**config.mk**
```make
export PLATFORM = sky130hd
export DESIGN_NAME = sys_skew_feeder
export DESIGN_NICKNAME = d
export VERILOG_FILES = /design/src/rtl/sys_skew_feeder.sv
export SDC_FILE = /design/constraint.sdc
export NUM_CORES = 1
export LEC_CHECK = 0
export CAP_MARGIN = 0
export CORE_MARGIN = 5
export CORE_UTILIZATION = 44
export DETAILED_ROUTE_END_ITERATION = 7
export PLACE_DENSITY_LB_ADDON = 0.05
export SLEW_MARGIN = 20
export SYNTH_ARGS = -nofsm -noshare
export SYNTH_HDL_FRONTEND = slang
export SYNTH_SLANG_ARGS = --single-unit
```
**constraint.sdc**
```tcl
create_clock -name CLK -period 8 [get_ports CLK]
set_input_delay 1.6 -clock CLK [delete_from_list [all_inputs] [get_ports CLK]]
set_output_delay 1.6 -clock CLK [all_outputs]
set_load 0.02 [all_outputs]
```
**src/rtl/sys_skew_feeder.sv**
```systemverilog
// Buffers one MxM A and one MxM B from a serial beat stream, then drives skewed wavefronts onto the array edges.
// Load takes M*M accepted beats. Feed starts right after the last beat and runs 3M-2 accepted steps. arr_rdy low holds the wavefront.
module sys_skew_feeder #(
  parameter int M  = 3,
  parameter int DW = 8
) (
  input  logic          CLK,
  input  logic          rst,
  input  logic          in_vld,
  output logic          in_rdy,
  input  logic [DW-1:0] a_in,
  input  logic [DW-1:0] b_in,
  output logic          arr_vld,
  input  logic          arr_rdy,
  output logic [M*DW-1:0] arr_a,
  output logic [M*DW-1:0] arr_b,
  output logic          arr_first,
  output logic          arr_last
);

  localparam int NW = $clog2(M*M);
  localparam int TW = $clog2(3*M-2);
  localparam int KW = (M > 1) ? $clog2(M) : 1;

  typedef enum logic {LOAD, FEED} state_t;

  state_t          state;
  logic [NW-1:0]   n;
  logic [TW-1:0]   t;
  logic            rdy_q;
  logic [DW-1:0]   a_buf [M][M];
  logic [DW-1:0]   b_buf [M][M];
  logic [KW-1:0]   k_idx;
  logic [KW-1:0]   x_idx;
  logic            load_acc;
  logic            feed_acc;

  // Beat n carries column k of A and row k of B, element x.
  always_comb begin
    k_idx = KW'(32'(n) / M);
    x_idx = KW'(32'(n) % M);
  end

  assign load_acc = in_vld && rdy_q;
  assign feed_acc = (state == FEED) && arr_rdy;
  assign in_rdy   = rdy_q;
  assign arr_vld  = (state == FEED);

  always_ff @(posedge CLK) begin
    if (rst) begin
      state <= LOAD;
      n     <= '0;
      t     <= '0;
      rdy_q <= 1'b0;
    end else begin
      case (state)
        LOAD: begin
          rdy_q <= 1'b1;
          if (load_acc) begin
            a_buf[x_idx][k_idx] <= a_in;
            b_buf[k_idx][x_idx] <= b_in;
            if (n == NW'(M*M-1)) begin
              n     <= '0;
              t     <= '0;
              state <= FEED;
              rdy_q <= 1'b0;
            end else begin
              n <= n + 1'b1;
            end
          end
        end
        FEED: begin
          rdy_q <= 1'b0;
          if (feed_acc) begin
            if (t == TW'(3*M-3)) begin
              t     <= '0;
              state <= LOAD;
              rdy_q <= 1'b1;
            end else begin
              t <= t + 1'b1;
            end
          end
        end
        default: begin
          state <= LOAD;
          rdy_q <= 1'b0;
        end
      endcase
    end
  end

  // Lane i sees element k of its row/column when t == i + k; outside that window the lane is zero.
  always_comb begin
    arr_a = '0;
    arr_b = '0;
    if (state == FEED) begin
      for (int i = 0; i < M; i++) begin
        for (int k = 0; k < M; k++) begin
          if (t == TW'(i + k)) begin
            arr_a[i*DW +: DW] = a_buf[i][k];
            arr_b[i*DW +: DW] = b_buf[k][i];
          end
        end
      end
    end
  end

  assign arr_first = (state == FEED) && (t == '0);
  assign arr_last  = (state == FEED) && (t == TW'(3*M-3));

endmodule

```
==> results of run 1 <==
## synthesized netlist by cell type (all sizes together), types with 2 or more instances
| library cell | n | area [um^2] |
|---|---|---|
| clkbuf | 22 | 82.6 |
| nand2b | 3 | 18.8 |
| o21ai | 50 | 250 |
| ha | 8 | 100 |
| nor4 | 8 | 87.6 |
| and2 | 2 | 12.5 |
| buf | 10 | 53.8 |
| a211oi | 4 | 35.0 |
| a31oi | 3 | 18.8 |
| and3b | 3 | 26.3 |
| nor3b | 4 | 35.0 |
| a221oi | 32 | 280 |
| nand3 | 3 | 15.0 |
| o221ai | 17 | 149 |
| edfxtp | 144 | 4320 |
| or3b | 2 | 20.0 |
| or2 | 2 | 12.5 |
| nor4b | 2 | 17.5 |
| dfxtp | 9 | 180 |
| nand2 | 9 | 36.3 |
| inv | 21 | 78.8 |
| a21oi | 7 | 35.0 |
| nor2 | 61 | 239 |
| nor3 | 7 | 35.0 |
## per-stage QoR
step	cell area (um^2)	hold WS (ns)	power, mW
4_1_cts	7600	0.614	1.60
5_1_grt	7630	0.661	1.64
6_report	7630	0.625	1.59
3_5_place_dp	7120	0.606	0.936
2_1_floorplan	6220	0.537	0.910
3_3_place_gp	7100	0.566	0.935
## layer usage
| layer | vias up | global-route usage, % | share of wire (%) | wire length, um |
|---|---|---|---|---|
| li1 | 1849 | - | - | - |
| met1 | 1900 | 25.4 | 46 | 6520 |
| met2 | 91 | 27.6 | 48 | 6880 |
| met3 | 17 | 3.99 | 4.8 | 679 |
| met5 | - | 0 | 0 | 0 |
| met4 | 0 | 6.18 | 1.1 | 153 |
## state kept, by name, indices dropped and copies added, names as in the netlist
register and count:
a_buf 72, arr_vld 1, b_buf 72, in_rdy 1, n 4, t 3
## critical path: stages (launching register included)
cell	delay, ns
dfxtp_1	0.79
or2_1	0.69
or2_1	0.63
o21ai_0	0.15
nor2_1	0.18
clkdlybuf4s50_1	0.63
## worst min path at each step
stage | end | cells past startpoint
4_1_cts | t[2]$_SDFFE_PP0P_ | 2
3_5_place_dp | t[2]$_SDFFE_PP0P_ | 2
6_report | t[2]$_SDFFE_PP0P_ | 2
2_1_floorplan | t[2]$_SDFFE_PP0P_ | 2
3_3_place_gp | t[2]$_SDFFE_PP0P_ | 2
5_1_grt | t[2]$_SDFFE_PP0P_ | 2
## where the power goes
part           switching (mW)  internal, mW  total (mW)
Sequential            0.00456         0.880       0.885
Clock                   0.278         0.388       0.665
Combinational          0.0225        0.0126      0.0351
Total                   0.305          1.28        1.59
## final cells by class
type                            instances  share of cell area (%)
Timing Repair Buffer                   81                    10.3
Multi-Input combinational cell        235                    20.4
Clock buffer                           24                    5.92
Clock inverter                          6                   0.361
Inverter                               22                    1.08
Sequential cell                       153                    59.0
Tap cell                              180                    2.95
## logic make-up (layout without fill, tap and decap cells)
kind of cell    count (synthesis)  in the layout  synth area share [%]
xor+xnor                        1              1                 0.141
compound gates                115            115                  12.7
flops                         153            153                  72.4
fa+ha+maj                       8              8                  1.61
buf+inv                        54            133                  3.52
mux                             1              1                 0.161
simple gates                  110            110                  9.38
==> key figures, run 1 <==
Cells and area
  • P&R area growth vs syn: 22.7%
  • Antenna Cells: 0
  • Most frequent cells in the layout: 144 x edfxtp_1, 71 x clkdlybuf4s50_1, 59 x nor2_1
  • Layout cell share with drive strength beyond 1: 9.60%
  • Commonest non-fill, non-tap cell in the layout: edfxtp_1
  • Final layout net count: 538
  • Register Area: 4500 um^2
  • Footprint of the multi-input gates: 1550 um^2
  • Post-Route Utilization: 55.0%
  • Fillers: 1,195
  • Fin cells: 701

CTS
  • Post-CTS Hold Buffers: 0
  • Root Buffer: clkbuf_16
  • CTS H-Tree Depth: 4
  • Skew-Pair Late Insertion Delay: 0.42 ns
  • Inserted Clock Buffers: 17
  • Clock slew at reported path FFs: 0.05 ns
  • Post-CTS setup repair buffer count: 0
  • CTS tree: built
  • Clk sinks: 153
  • Clk buf depth: 2
  • Cts repair resizes: 0

Worst setup path
  • Critical Path End: arr_b[18]
  • Reg-to-reg setup timing slack: 3.93 ns
  • Type of origin of the critical path: flip-flop
  • CP endpoint kind: output port
  • Reg-to-reg critical path endpoint: a_buf[2][1]$_DFFE_PP_
  • R2R depth: 9
  • CP max FO: 24
  • R2r startpoint: n[0]$_SDFFE_PP0P_
  • Worst EP required: 6.40 ns
  • CP Class: flip-flop to output port
  • Critical Path AT: 3.49 ns
  • CP startpoint: t[0]$_SDFFE_PP0P_

GRT
  • Initial antenna violation count: 0
  • First-pass GRT wire length: 22.3 mm
  • Largest net degree at the start of global routing: 41
  • Vias in the first global route: 3,971
  • All-Layer GR Usage: 17.9%
  • Total gr overflow: 0

Pwr
  • Leak: 2.33 nW
  • Pwr Density: 208 nW/um^2
  • Maximum vdd ir drop: 0.000103 V

Die
  • Starting Density: 44.8%
  • Core area: 13,900 um^2
  • FP Rows: 43
  • Ports: 72
  • DIE WIDTH: 129 um
  • Die ar.: 16,600 um^2
  • Die height: 129 um

Min path
  • Worst hold path type: flip-flop to flip-flop
  • Hold Startpoint: t[2]$_SDFFE_PP0P_

Drt
  • Detailed Route WL: 14.2 mm
  • Residual DRC count: 0
  • Routed len/inst: 20.3 um
  • First-pass DRT Iterations: 5
  • Initial drt markers: 309
  • Final ANT Viol Nets: 0
  • Via count: 3,857
  • Avg Vias per Cell: 5.50

Timing
  • Hold Fails Final Rpt: 0
  • Final WS setup: 2.91 ns
  • Slew @ Worst Pin: 1.06 ns
  • Slew HR: 28.6%
  • Setup TNS: 0 ns
  • Fin. max-slew vios: 0
  • Post-layout min period: 5.09 ns
  • Setup repair after global routing missed its margin: no
  • # setup viols final: 0
  • Achievable frequency: 196 MHz
  • Period utilization: 63.7%
  • Clock skew: 0.0108 ns

Placed design
  • Dpl ws: 3.32 ns
  • Placed cells: 671
  • Port Buffer Count: 71
  • Final GP Congestion: 0.773
  • DP HPWL: 9.09 mm

Status
  • Outcome: finished, final reports clean

Synth
  • Synthesized area per cell: 14.1 um^2
  • Mapped Area: 6220 um^2
  • Post-synthesis sequential area ratio: 72.4%
  • YS warnings: 0
  • Primary FF master, synth: edfxtp_1
  • Post-synthesis cell type count: 44
  • Number of flops mapped to enable cells by yosys: 144
  • FFs w/ async S/R, synth: 0%
  • Cells after synthesis: 442
  • Flop and latch count out of synthesis: 153
  • Syn_nets: 470

Job
  • MaxCap Viol Count: 0
Power figures use the tool's default switching activity.
==> run 2, diff against run 1 <==
Clock period 8 ns to 4.25 ns, I/O delays scaled along.
==> run 2 against run 1 <==
Net effect: critical path depth up 1; global-route usage up 0.059 points; clock-buffer cell count shrank 2; first-iteration DRC count increased by 55%; critical path type unchanged.
==> key figures, run 2 (synthesis gave the netlist of run 1 again) <==
GRT
  • Total gr overflow: 0 (unchanged)
  • All-Layer GR Usage: 18.0% (+0.059 points)
  • Largest net degree at the start of global routing: 34 (-17%)
  • First-pass GRT wire length: 22.3 mm (-0.13%)
  • Top Usage Layer GRT: met2
  • Met1 Track Usage GR: 24.6% (-0.81 points)
  • Met2 usage: 28.6% (+0.98 points)
  • Vias in the first global route: 4,000 (+0.73%)
  • Initial antenna violation count: 0 (unchanged)
  • Met3 usage: 4.57% (+0.58 points)

Timing
  • Setup repair after global routing missed its margin: no
  • Setup TNS: 0 ns (unchanged)
  • # setup viols final: 0 (unchanged)
  • Achievable frequency: 261 MHz
  • Hold Fails Final Rpt: 0 (unchanged)
  • Fin. max-slew vios: 0 (unchanged)
  • Period utilization: 90.1%
  • Post-layout min period: 3.83 ns
  • Final WS setup: 0.419 ns (-2.49 ns)
  • Slew HR: 31.9% (+3.3 points)
  • Slew @ Worst Pin: 1.02 ns (-0.0435 ns)
  • Clock skew: 0.00474 ns (-0.00608 ns)

Worst setup path
  • Worst EP required: 3.40 ns (-3.00 ns)
  • Critical Path AT: 2.98 ns (-0.51 ns)
  • CP bufs+invs: 2 (+1)
  • CP endpoint kind: output port
  • Slowest stage delay, CP: 0.63 ns (-0.16 ns)
  • Family with the most delay on the worst path: buffers and inverters
  • CP max-delay cell: clkdlybuf4s50_1
  • Type of origin of the critical path: flip-flop
  • R2R depth: 10 (+1)
  • Worst path cell trace: and2_1, ha_1, buf_4, a221oi_1, nor2_1, clkdlybuf4s50_1
  • Reg-to-reg setup timing slack: 0.60 ns (-3.33 ns)
  • CP max FO: 23 (-4.2%)
  • Reg-to-reg critical path endpoint: b_buf[1][12]$_DFFE_PP_
  • CP Class: flip-flop to output port
  • R2r startpoint: n[2]$_SDFFE_PP0P_

Placed design
  • DP HPWL: 9.28 mm (+2.1%)
  • Dpl ws: 0.602 ns (-2.71 ns)
  • Port Buffer Count: 71 (unchanged)
  • Final GP Congestion: 0.752 (-2.7%)

Cells and area
  • Layout cell share with drive strength beyond 1: 12.6% (+3.0 points)
  • P&R area growth vs syn: 25.9%
  • Top Registers: a_buf: 72 flops, b_buf: 72 flops, n: 4 flops
  • Most frequent cells in the layout: 144 x edfxtp_1, 71 x clkdlybuf4s50_1, 59 x nor2_1
  • Final layout net count: 555 (+3.2%)
  • Footprint of the multi-input gates: 1510 um^2 (-3.1%)
  • Fillers: 1,198 (+0.25%)
  • Commonest non-fill, non-tap cell in the layout: edfxtp_1
  • Register Area: 4510 um^2 (about the same)
  • Antenna Cells: 0 (unchanged)

Drt
  • Initial drt markers: 479 (+55%)
  • First-pass DRT Iterations: 5 (unchanged)
  • Final ANT Viol Nets: 0 (unchanged)
  • Via count: 4,032 (+4.5%)
  • Detailed Route WL: 14.4 mm (+1.5%)
  • Residual DRC count: 0 (unchanged)
  • Routed len/inst: 20.0 um (-1.2%)
  • Avg Vias per Cell: 5.60 (+1.8%)

Status
  • Outcome: finished, final reports clean

CTS
  • CTS tree: built
  • Clk buf depth: 2 (unchanged)
  • Clk sinks: 153 (unchanged)
  • Clock slew at reported path FFs: 0.06 ns (about the same)
  • Root Buffer: clkbuf_16
  • CTS H-Tree Depth: 4 (unchanged)
  • Skew-Pair Late Insertion Delay: 0.42 ns (about the same)
  • Post-CTS Hold Buffers: 0 (unchanged)
  • Inserted Clock Buffers: 17 (unchanged)

Die
  • Die height: 129 um (unchanged)
  • Die ar.: 16,600 um^2 (unchanged)
  • Ports: 72 (unchanged)
  • Core area: 13,900 um^2 (unchanged)
  • DIE WIDTH: 129 um (unchanged)
  • FP Rows: 43 (unchanged)
  • Starting Density: 44.8% (unchanged)

Job
  • MaxCap Viol Count: 0 (unchanged)

Pwr
  • Pwr Density: 416 nW/um^2 (+100%)
  • Maximum vdd ir drop: 0.000238 V (+130%)
  • Leak: 2.47 nW (+5.7%)

Min path
  • Hold Startpoint: t[2]$_SDFFE_PP0P_
  • Hold path depth: 2 (unchanged)
  • Worst hold path type: flip-flop to flip-flop
  • Hold worst-path end: t[2]$_SDFFE_PP0P_
==> run 2: layer usage <==
| layer | vias up | part of all wire [%] |
|---|---|---|
| met2 | 92 | 49 |
| met3 | 18 | 4.3 |
| met1 | 2038 | 45 |
| li1 | 1884 | - |
| met4 | 0 | 1.4 |
| met5 | - | 0 |
==> run 2: through the flow <==
| stage | hold WS, ns | power [mW] | instances | utilization (%) | area, um^2 |
|---|---|---|---|---|---|
| floorplan | 0.537 | 1.71 | 442 | - | 6220 |
| finish | 0.634 | 3.25 | 720 | 56.4 | 7830 |
| global placement | 0.601 | 1.76 | 688 | 52.1 | 7230 |
| CTS | 0.631 | 3.28 | 720 | 56.4 | 7830 |
| detailed placement | 0.622 | 1.77 | 688 | 52.1 | 7230 |
| global route | 0.662 | 3.36 | 720 | 56.4 | 7830 |
==> run 2: final cells by class <==
type,instances,area share [%]
inverters,22,1.05
repair buffers,98,11.7
flip-flops and latches,153,57.6
clock buffers,22,5.67
clock inverters,10,1.92
well taps,180,2.88
multi-input cells,235,19.2
==> run 2: repair_timing <==
item	4_1_cts	5_1_grt
endpoints found under the setup margin	0	24
buffers inserted	0	0
resized for setup	0	1
==> run 2: power breakdown <==
part	switching (mW)	total, mW	internal, mW
Clock	0.547	1.52	0.974
Combinational	0.0463	0.0723	0.0260
Sequential	0.00377	1.66	1.66
==> run 2: worst max-delay path by stage <==
stage               slack [ns]  cells past startpoint                     end         startpoint
floorplan                 0.83                     10  a_buf[0][10]$_DFFE_PP_  n[2]$_SDFFE_PP0P_
global placement          0.65                      6               arr_b[23]  t[1]$_SDFFE_PP0P_
detailed placement        0.60                      6               arr_b[23]  t[1]$_SDFFE_PP0P_
CTS                       0.14                      6               arr_b[23]  t[1]$_SDFFE_PP0P_
global route              0.18                      6               arr_b[23]  t[1]$_SDFFE_PP0P_
finish                    0.42                      6               arr_b[23]  t[1]$_SDFFE_PP0P_
==> run 2: worst reg2reg max path, cell delays in order (launching register included) <==
cell,delay (ns)
dfxtp_1,0.55
inv_1,0.10
nor2_1,0.16
ha_1,0.29
nand2b_1,0.10
a41oi_2,0.47
xnor2_1,0.18
ha_1,0.18
a211oi_2,0.05
nand2_2,0.29
nor4b_2,0.89
